$ cat config.mk
export PLATFORM = sky130hd
export DESIGN_NAME = md_unit
export DESIGN_NICKNAME = d
export VERILOG_FILES = /design/src/rtl/md_unit.sv
export SDC_FILE = /design/constraint.sdc
export NUM_CORES = 1
export LEC_CHECK = 0
export ABC_AREA = 1
export CORE_ASPECT_RATIO = 2
export CORE_MARGIN = 8
export CORE_UTILIZATION = 57
export DETAILED_ROUTE_END_ITERATION = 16
export GPL_ROUTABILITY_DRIVEN = 0
export HOLD_SLACK_MARGIN = 0.12
export PLACE_DENSITY = 0.8
export SYNTH_ARGS = -nofsm -noshare
export SYNTH_HDL_FRONTEND = slang
export SYNTH_SLANG_ARGS = --single-unit
$ cat constraint.sdc
create_clock -name clk -period 2.4 [get_ports clk]
set_clock_uncertainty 0.15 [all_clocks]
set_input_delay 0.48 -clock clk [delete_from_list [all_inputs] [get_ports clk]]
set_output_delay 0.48 -clock clk [all_outputs]
set_load 0.005 [all_outputs]
$ cat src/rtl/md_unit.sv
// md_unit: iterative RV32M multiply/divide unit with a start/busy/done handshake.
// MUL/MULH/MULHSU/MULHU use radix-2 shift-add. DIV/DIVU/REM/REMU use restoring
// division. Both work on operand magnitudes, and the sign is fixed up in FIN.
// Optional build macro MD_EARLY_OUT_EN: multiplies with a zero operand complete
// at the start edge, the same way the divide special cases do.
module md_unit #(
  parameter int unsigned XLEN = 32,
  parameter int unsigned ITER = 32
) (
  input  logic            clk,
  input  logic            rst,
  input  logic            start,
  input  logic [2:0]      op,
  input  logic [XLEN-1:0] A,
  input  logic [XLEN-1:0] B,
  output logic            busy,
  output logic            done,
  output logic [XLEN-1:0] G
);

  localparam int unsigned CW = $clog2(ITER + 1);

  typedef enum logic [1:0] {IDLE, CALC, FIN} state_t;

  state_t            state;
  logic [2:0]        op_q;
  logic [XLEN-1:0]   hi;     // product high half / partial remainder
  logic [XLEN-1:0]   lo;     // multiplier then product low half / dividend then quotient
  logic [XLEN-1:0]   bmag;   // multiplicand / divisor magnitude
  logic              neg;    // result needs negation in FIN
  logic [CW-1:0]     cnt;

  logic              sa_en, sb_en, a_neg, b_neg;
  logic [XLEN-1:0]   a_mag, b_mag;
  logic              special;
  logic [XLEN-1:0]   special_g;
  logic [XLEN:0]     mul_sum, div_shift, div_diff;
  logic [XLEN-1:0]   hi_next, lo_next;
  logic [2*XLEN-1:0] prod, prod_s;
  logic [XLEN-1:0]   dres, dres_s, fin_g;

  // Decode operand signedness, magnitudes and the special cases that skip CALC
  always_comb begin
    sa_en     = op[2] ? ~op[0] : (op[1:0] != 2'b11);
    sb_en     = op[2] ? ~op[0] : ~op[1];
    a_neg     = sa_en & A[XLEN-1];
    b_neg     = sb_en & B[XLEN-1];
    a_mag     = a_neg ? -A : A;
    b_mag     = b_neg ? -B : B;
    special   = 1'b0;
    special_g = '0;
    if (op[2] && B == '0) begin
      special   = 1'b1;
      special_g = op[1] ? A : '1;
    end else if (op[2] && !op[0] && A == {1'b1, {(XLEN-1){1'b0}}} && B == '1) begin
      special   = 1'b1;
      special_g = op[1] ? '0 : {1'b1, {(XLEN-1){1'b0}}};
    end
`ifdef MD_EARLY_OUT_EN
    if (!op[2] && (A == '0 || B == '0)) begin
      special   = 1'b1;
      special_g = '0;
    end
`endif
  end

  // One iteration step (shift-add or restoring subtract) and the FIN sign fix-up
  always_comb begin
    mul_sum   = lo[0] ? ({1'b0, hi} + {1'b0, bmag}) : {1'b0, hi};
    div_shift = {hi, lo[XLEN-1]};
    div_diff  = div_shift - {1'b0, bmag};
    if (op_q[2]) begin
      hi_next = div_diff[XLEN] ? div_shift[XLEN-1:0] : div_diff[XLEN-1:0];
      lo_next = {lo[XLEN-2:0], ~div_diff[XLEN]};
    end else begin
      hi_next = mul_sum[XLEN:1];
      lo_next = {mul_sum[0], lo[XLEN-1:1]};
    end
    prod   = {hi, lo};
    prod_s = neg ? -prod : prod;
    dres   = op_q[1] ? hi : lo;
    dres_s = neg ? -dres : dres;
    if (op_q[2])
      fin_g = dres_s;
    else if (op_q[1:0] == 2'b00)
      fin_g = prod_s[XLEN-1:0];
    else
      fin_g = prod_s[2*XLEN-1:XLEN];
  end

  // Control FSM with registered busy/done/G
  // CALC holds ITER step cycles plus one final cycle that hands the result to FIN,
  // which gives the fixed 34-edge start-to-done latency.
  always_ff @(posedge clk) begin
    if (rst) begin
      state <= IDLE;
      busy  <= 1'b0;
      done  <= 1'b0;
      G     <= '0;
      op_q  <= '0;
      hi    <= '0;
      lo    <= '0;
      bmag  <= '0;
      neg   <= 1'b0;
      cnt   <= '0;
    end else begin
      done <= 1'b0;
      case (state)
        IDLE: begin
          if (start) begin
            op_q <= op;
            if (special) begin
              G    <= special_g;
              done <= 1'b1;
            end else begin
              state <= CALC;
              busy  <= 1'b1;
              cnt   <= '0;
              hi    <= '0;
              lo    <= op[2] ? a_mag : b_mag;
              bmag  <= op[2] ? b_mag : a_mag;
              neg   <= (op[2] && op[1]) ? a_neg : (a_neg ^ b_neg);
            end
          end
        end
        CALC: begin
          if (cnt == CW'(ITER)) begin
            state <= FIN;
          end else begin
            hi  <= hi_next;
            lo  <= lo_next;
            cnt <= cnt + 1'b1;
          end
        end
        FIN: begin
          G     <= fin_g;
          done  <= 1'b1;
          busy  <= 1'b0;
          state <= IDLE;
        end
        default: state <= IDLE;
      endcase
    end
  end

endmodule

==> summary.txt, run 1 <==
Outcome
  • Status: aborted with a tool error
  • Failing step: global routing (5_1_grt)
  • Err: [ERROR GRT-0116] Global routing finished with congestion. Check the congestion regions in the DRC Viewer.

Synth
  • Synth top area cells: nand2_1, dfxtp_1, inv_1
  • Asr flop ratio synth: 0%
  • Syn Std Cell Area: 18800 sq um
  • Count leader, synth: nand2_1
  • Top-area cell type share of the netlist area: ~23%
  • Syn_area_per_cell: 5.214 sq um
  • FF+latch count, synth: 142
  • Post-synth EDFFs: 0
  • Commonest cells in the netlist: nand2_1, inv_1, nor2_1
  • Synth warn: 0
  • Synth area leader: nand2_1
  • Top_reg_cell synth: dfxtp_1
  • Cell count after synthesis: 3605
  • Netlist cell types: 52
  • Sequential area share after synthesis: 15.12%
  • Synthesized Nets: 3748

Global routing
  • Grt ovf: 470
  • First-pass GRT wire length: 216.7 mm
  • Largest net degree at the start of global routing: 69
  • GRT Util Overall: 70.64%
  • Vias in the first global route: 33210

Clock network
  • CTS sink count: 142
  • Clk root buf: clkbuf_16
  • CTS Buf Count: 17
  • CTS Buffer Depth: 2
  • H-tree depth: 4

Place
  • Hpwl dp: 77.92 mm
  • Placed insts: 4648
  • # port buffers: approximately 100

Floorplanning
  • Starting Density: 57.49%
  • I/O pin total: roughly 100
  • Row cnt: 94
  • Chip height: 272.8 um
  • Die Width: about 140 um
cells by family after synthesis:
kind of cell               synth area share, %
AOI/OAI and AO/OA                        17.84
xor gates and xnor gates                 3.402
adders and majority gates                4.939
buffers and inverters                    12.73
DFF                                      15.12
muxes                                  0.05326
and+or+nand+nor                          45.91
metal layers:
metal | overflow | GRT usage [%]
met5 | 1 | 20.89
met4 | 143 | 72.40
met1 | 8 | 67.13
met2 | 299 | 89.43
met3 | 19 | 55.52
through the flow:
stage | hold WS (ps) | setup TNS (ps) | utilization (%) | worst slack [ps] | instance area (sq um)
floorplan | 304.1 | 0 | - | 23.80 | 18850
global placement | 321.3 | -68850 | 76.21 | -571.0 | 24920
detailed placement | 329.8 | -74080 | 76.21 | -681.0 | 24920
CTS | 137.9 | -4385 | 80.34 | -176.9 | 26270
timing repair:
item                                    4_1_cts
cloned                                        5
resized for setup                           191
hold buffers                                  0
setup buffers                                15
hold endpoints to repair                      0
pin swaps                                    55
endpoints found under the setup margin      133
==> run 2: changes to the inputs <==
==> config.mk (replaced) <==
export PLATFORM = sky130hd
export DESIGN_NAME = md_unit
export DESIGN_NICKNAME = d
export VERILOG_FILES = /design/src/rtl/md_unit.sv
export SDC_FILE = /design/constraint.sdc
export NUM_CORES = 1
export LEC_CHECK = 0
export ABC_AREA = 1
export CORE_MARGIN = 8
export CORE_UTILIZATION = 40
export DETAILED_ROUTE_END_ITERATION = 16
export GPL_ROUTABILITY_DRIVEN = 0
export PLACE_DENSITY_LB_ADDON = 0.15
export SYNTH_ARGS = -nofsm -noshare
export SYNTH_HDL_FRONTEND = slang
export SYNTH_SLANG_ARGS = --single-unit
==> constraint.sdc (replaced) <==
create_clock -name clk -period 3.12 [get_ports clk]
set_clock_uncertainty 0.15 [all_clocks]
set_input_delay 0.624 -clock clk [delete_from_list [all_inputs] [get_ports clk]]
set_output_delay 0.624 -clock clk [all_outputs]
set_load 0.005 [all_outputs]
==> run 2 against run 1 <==
The run now ends clean. Area after synthesis is the same. Synthesized cell count did not move.
==> summary.txt, run 2 <==
Job
  • Max-cap violation count: 0

Hold path
  • Worst Hold Class: flop to flop
  • Hold depth: 2

Floorplanning
  • I/O pin total: 104 (unchanged)
  • Row cnt: 79 (-16%)
  • Chip height: 232.8 um (-15%)
  • Core area: 46460 sq um
  • Total Die Area: 54180 sq um
  • Die Width: 232.8 um (+61%)
  • Starting Density: 40.46% (-17 points)

Synth
  • Top-area cell type share of the netlist area: 23.15% (unchanged)
  • Count leader, synth: nand2_1
  • Synth top area cells: nand2_1, dfxtp_1, inv_1
  • Synth area leader: nand2_1
  • Syn Std Cell Area: 18800 sq um (unchanged)
  • Post-synth EDFFs: 0 (unchanged)
  • Synth warn: 0 (unchanged)
  • Asr flop ratio synth: 0% (unchanged)
  • FF+latch count, synth: 142 (unchanged)
  • Synthesized Nets: 3748 (unchanged)
  • Synth Area in Simple Gates: 45.91% (unchanged)
  • Top_reg_cell synth: dfxtp_1
  • Netlist cell types: 52 (unchanged)
  • Commonest cells in the netlist: nand2_1, inv_1, nor2_1
  • Compound-Gate Fraction of Synth Area: 17.84% (unchanged)
  • Sequential area share after synthesis: 15.12% (unchanged)
  • Mux contribution to synthesized area: 0.05326% (unchanged)
  • XOR/XNOR Fraction of Synth Area: 3.402% (unchanged)
  • Cell count after synthesis: 3605 (unchanged)
  • Syn_area_per_cell: 5.214 sq um (unchanged)
  • Adder-Cell Fraction of Synth Area: 4.939% (unchanged)
  • Largest family of logic cells by synthesized area: simple AND/OR/NAND/NOR gates

Finish
  • Multi-input gate area: between 10000 and 15000 sq um
  • Final core utilization: 48.13%
  • Filler cell count: just over 5000
  • Synth-to-layout area growth: 18.96%
  • Reg area: around 2800 sq um
  • Most frequent cells in the layout: nand2_1, inv_1, nor2_1
  • Antenna fix cells: 0
  • Share of layout cells above drive strength 1: under 10%
  • Final nets: 3951
  • Commonest non-fill, non-tap cell in the layout: nand2_1

Clock network
  • CTS Buffer Depth: 2 (unchanged)
  • Clk root buf: clkbuf_16
  • Clk pin slew, worst setup/hold paths: 70 ps
  • Setup bufs post-CTS: 0 (-15)
  • Insertion delay to the later sink of the worst-skew pair: 470 ps
  • CTS tree: done
  • CTS sink count: 142 (unchanged)
  • CTS Buf Count: 17 (unchanged)
  • Hold-fix buffers, CTS: 0 (unchanged)
  • H-tree depth: 4 (unchanged)

Setup path
  • Critical path depth: 11
  • Crit-path cells: inv_1 -> ha_1 -> nand3_1 -> nor2_1 -> nand2_1 -> o21ai_1 -> nand4_1 -> nand3_1 -> a21oi_1 -> nor2_1 -> nor2_1
  • Slowest stage delay, CP: 510 ps
  • Critical path's slowest cell: o21ai_1
  • Worst Path Arrival: 3130 ps
  • Buffers & Inverters on Critical Path: 1
  • CP Capture Type: flop
  • Critical path's top delay family: simple AND/OR/NAND/NOR gates
  • Startpoint types: flop
  • Reg2Reg Depth: 11
  • Type of the worst setup path: flop to flop
  • Crit-path most repeated cell: nor2_1
  • Critical path data required time: approximately 3300 ps
  • Crit Path Max Fanout: 7

Timing
  • Worst setup margin: 197.1 ps
  • Hold_ws: between 300 and 400 ps
  • Sum of negative setup slack: 0 ps
  • Final Cycle Share: between 90% and 100%
  • Post-route minimum period: just under 3000 ps
  • Slew @ Worst Pin: 984.8 ps
  • Final hold violations: 0
  • Fmax: 0.3421 GHz
  • RSZ-0062 raised after global routing: no
  • Setup Viol. Count Final: 0
  • Max Slew Vio Count: 0
  • Max-slew headroom: 33.65%

Drt
  • DR pass1 iterations: 7
  • WL/cell: around 20 um
  • Detail Route Antenna Nets: 0
  • Number of vias per cell: ~5.5
  • 1st-iter DRT viols: 3107
  • Drc violations: 0
  • Vias: 24500
  • Routed WL: 86.61 mm

Global routing
  • Largest net degree at the start of global routing: 81
  • Initial antenna violation count: 1
  • First-pass GRT wire length: 130.8 mm
  • Vias in the first global route: 22290
  • Grt ovf: 0
  • GRT Util Overall: ~31%

Outcome
  • Status: complete, no violations

Place
  • Hpwl dp: 70.63 mm (-9.4%)
  • # port buffers: 103 (unchanged)
  • Place WS: -72.19 ps (+608.8 ps)

Pwr
  • LEAKAGE: 0.01115 uW
  • Worst IR Drop VDD: between 500 and 600 uV
  • Pwr/cell area: 426.0 nW/um^2
## run 2: cell counts after synthesis
Identical to the previous run, type by type.
## run 2: worst paths after layout
| check | start | endpoint | slack (ps) |
|---|---|---|---|
| worst min-delay path | cnt[1] | cnt[1] | 350 |
| worst min register to register | cnt[1] | cnt[1] | 350 |
| worst max-delay path | lo[1] | G[16] | 200 |
| worst max register to register | lo[1] | G[16] | 200 |
## run 2: cell families after synthesis
group | Yosys count
AO/OA/AOI/OAI | 637
XOR/XNOR | 73
adder cells (fa/ha/maj) | 73
buffers and inverters | 608
flip-flops | 142
multiplexers | 1
AND/OR/NAND/NOR | 2071
## run 2: routing by layer
metal  track usage [%]  vias to the layer above  wire (um)
met5                 0                        -          0
li1                  -                    12000          -
met3             5.992                      261       9115
met2             47.08                     1389      35990
met4             16.99                        0       5396
met1             41.40                    10850      36110
## run 2: cell type report
cell class                 count  share of cell area, %
multi-input combinational   2855                  60.71
timing repair buffer         325                  12.73
inverter                     467                  7.846
clock buffer                  17                  1.903
sequential                   142                  12.74
clock inverter                15                 0.6771
tap                          607                  3.397
## run 2: repair_timing
action | CTS | global route
gates resized for setup | 0 | 6
hold endpoints to repair | 0 | 0
endpoints found under the setup margin | 0 | 22
## run 2: where the power goes
part	internal [uW]	switching [uW]	leakage (uW)	total (uW)
Sequential	1970	237	0.00116	2210
Clock	1120	975	0.000279	2100
Combinational	1720	3500	0.00970	5220
Total	4810	4710	0.0111	9530
## run 2: stage by stage
step                cell area, sq um  cells  total power, uW
global placement               21760   4396             7259
CTS                            22340   4428             9340
global route                   22360   4428            10080
finish                         22360   4428             9526
detailed placement             21760   4396             7261
floorplan                      18800   3605             5381
## run 2: worst reg2reg max path, cell delays in order (launching register included)
cell     delay, ps
dfxtp_1        370
inv_1          140
ha_1           200
nand3_1        150
nor2_1         370
nand2_1        180
o21ai_1        510
nand4_1        160
nand3_1        130
a21oi_1         70
nor2_1         290
nor2_1          90
Power figures use the tool's default switching activity.
==> run 3: changes to the inputs <==
--- a/config.mk
+++ b/config.mk
@@ -10,7 +10,8 @@
 export CORE_UTILIZATION = 40
 export DETAILED_ROUTE_END_ITERATION = 16
 export GPL_ROUTABILITY_DRIVEN = 0
-export PLACE_DENSITY_LB_ADDON = 0.15
+export PLACE_DENSITY = 0.66
 export SYNTH_ARGS = -nofsm -noshare
 export SYNTH_HDL_FRONTEND = slang
 export SYNTH_SLANG_ARGS = --single-unit
+export TNS_END_PERCENT = 100
==> run 3 against run 2 <==
Setup slack got worse by 35 ps. Register-to-register slack got worse by 40 ps. Final cell count barely moved. Wire length fell by 3.1%. Count of clock-buffer cells in the layout did not move. First-iteration DRC count rose by 16%. Cell area barely moved. Die area did not move.
==> summary.txt, run 3 (same netlist as run 2, synthesis figures left out) <==
Place
  • Place WS: -133.1 ps (-60.94 ps)
  • # port buffers: 103 (unchanged)
  • Hpwl dp: 67.91 mm (-3.8%)

Clock network
  • Setup bufs post-CTS: 0 (unchanged)
  • CTS Buf Count: 17 (unchanged)
  • Insertion delay to the later sink of the worst-skew pair: 450 ps (-20 ps)
  • Post_cts resized: 0 (unchanged)
  • H-tree depth: 4 (unchanged)
  • CTS sink count: 142 (unchanged)
  • CTS tree: done
  • CTS Buffer Depth: 2 (unchanged)
  • Clk root buf: clkbuf_16
  • Clk pin slew, worst setup/hold paths: 70 ps (about the same)
  • Hold-fix buffers, CTS: 0 (unchanged)

Drt
  • 1st-iter DRT viols: 3602 (+16%)
  • Detail Route Antenna Nets: 0 (unchanged)
  • WL/cell: 18.96 um (-3.1%)
  • DR pass1 iterations: 6 (-1)
  • Number of vias per cell: 5.578 (+0.79%)
  • Drc violations: 0 (unchanged)
  • Met1 wire length: 34.12 mm (-5.5%)
  • Routed WL: 83.90 mm (-3.1%)
  • Wire length on met2: 34.29 mm (-4.7%)
  • Vias: 24680 (+0.73%)
  • Uppermost routed layer: met4
  • Met3 wire length: 10.29 mm (+13%)

Setup path
  • Worst Path Arrival: 3130 ps (about the same)
  • Critical path data required time: 3290 ps (-30 ps)
  • CP Capture Type: flop
  • Type of the worst setup path: flop to flop
  • Crit Path Max Fanout: 6 (-1)
  • Startpoint types: flop

Pwr
  • Sequential Power Share: 23.2% (about the same)
  • Switching power: 4570 uW (-3.0%)
  • Power share of the clock group: 23.5% (+1.5 points)
  • Switch share: 47.69% (-1.8 points)
  • Worst IR Drop VDD: 449.0 uV (-12%)
  • Combinational share of power: 53.3% (-1.5 points)
  • Pwr/cell area: 429.0 nW/um^2 (+0.68%)
  • P_int: 5013 uW (+4.2%)
  • LEAKAGE: 0.01115 uW (about the same)

Timing
  • Max-slew headroom: 31.79% (-1.9 points)
  • Final Cycle Share: 94.81% (+1.1 points)
  • Max Slew Vio Count: 0 (unchanged)
  • Slew @ Worst Pin: 1017 ps (+32.08 ps)
  • Setup Viol. Count Final: 0 (unchanged)
  • Worst setup margin: 161.8 ps (-35.28 ps)
  • Fmax: 0.3380 GHz (-1.2%)
  • Final hold violations: 0 (unchanged)
  • Post-route minimum period: 2958 ps (+35.28 ps)
  • RSZ-0062 raised after global routing: no
  • Hold_ws: 342.9 ps (-3.322 ps)

Finish
  • Most frequent cells in the layout: nand2_1, inv_1, nor2_1
  • Final nets: 3948 (-0.076%)
  • Commonest non-fill, non-tap cell in the layout: nand2_1
  • Synth-to-layout area growth: 18.86% (about the same)
  • Share of layout cells above drive strength 1: 8.015% (-0.15 points)
  • Final core utilization: 48.09% (about the same)
  • Antenna fix cells: 0 (unchanged)

Outcome
  • Status: complete, no violations

Global routing
  • Largest net degree at the start of global routing: 157 (+94%)
  • Initial antenna violation count: 0 (-1)
  • Grt ovf: 0 (unchanged)
  • First-pass GRT wire length: 125.2 mm (-4.3%)
  • Vias in the first global route: 21690 (-2.7%)
  • GRT Util Overall: 29.70% (-1.5 points)

Hold path
  • Worst Hold Class: flop to flop

Floorplanning
  • I/O pin total: 104 (unchanged)
  • Core area: 46460 sq um (unchanged)
  • Die Width: 232.8 um (unchanged)
  • Row cnt: 79 (unchanged)
  • Total Die Area: 54180 sq um (unchanged)
  • Starting Density: 40.46% (unchanged)
  • Chip height: 232.8 um (unchanged)

Job
  • Max-cap violation count: 0 (unchanged)
==> run 3: changes by cell type in the layout (fill, tap and decap cells not counted), sizes merged <==
cell,delta
inv,-4
buf,-3
bufinv,+3
clkinv,+1
==> run 3: layout make-up <==
| type | instances | area, sq um |
|---|---|---|
| clock buffers | 17 | 425.4 |
| repair buffers | 322 | 2778 |
| fillers | 5072 | 24120 |
| flip-flops and latches | 142 | 2849 |
| well taps | 607 | 759.5 |
| clock inverters | 15 | 210.2 |
| inverters | 467 | 1754 |
| multi-input cells | 2855 | 13560 |
==> run 3: power groups by stage <==
stage / registers [uW] / logic (uW) / clock network [uW]
2_1_floorplan: 2140 / 3240 / 0
3_3_place_gp: 2250 / 4860 / 0
3_5_place_dp: 2240 / 4890 / 0
4_1_cts: 2200 / 4910 / 2250
5_1_grt: 2230 / 5550 / 2320
6_report: 2230 / 5110 / 2250
==> run 3: path summary, 6_finish.rpt <==
check	start	endpoint	slack (ps)	cells after the start
min	cnt[1]	cnt[1]	340	2
max reg2reg	hi[1]	G[16]	160	13
max	hi[1]	G[16]	160	13
min reg2reg	cnt[1]	cnt[1]	340	2
==> run 3: stage by stage <==
stage               setup TNS, ps  total power, uW  cell area [sq um]  cells
CTS                             0             9363              22340   4425
finish                          0             9583              22340   4425
global route                    0            10100              22340   4425
global placement            -6004             7108              21700   4393
floorplan                       0             5381              18800   3605
detailed placement          -6900             7130              21700   4393
==> run 3: layer usage <==
layer  vias up  global-route usage [%]
met5         -                       0
met2      1541                   43.38
li1      12000                       -
met3       284                   5.359
met1     10860                   40.28
met4         0                   17.61
==> run 3: critical path, stage by stage (launching register included) <==
cell	delay, ps
dfxtp_1	310
inv_1	250
nand2_1	80
o21ai_1	200
ha_1	230
nand3_1	120
nor2_1	270
nand2_1	160
nor2_2	250
nand2_1	110
a21oi_1	130
o21ai_0	100
nor2_1	390
nor2_1	90
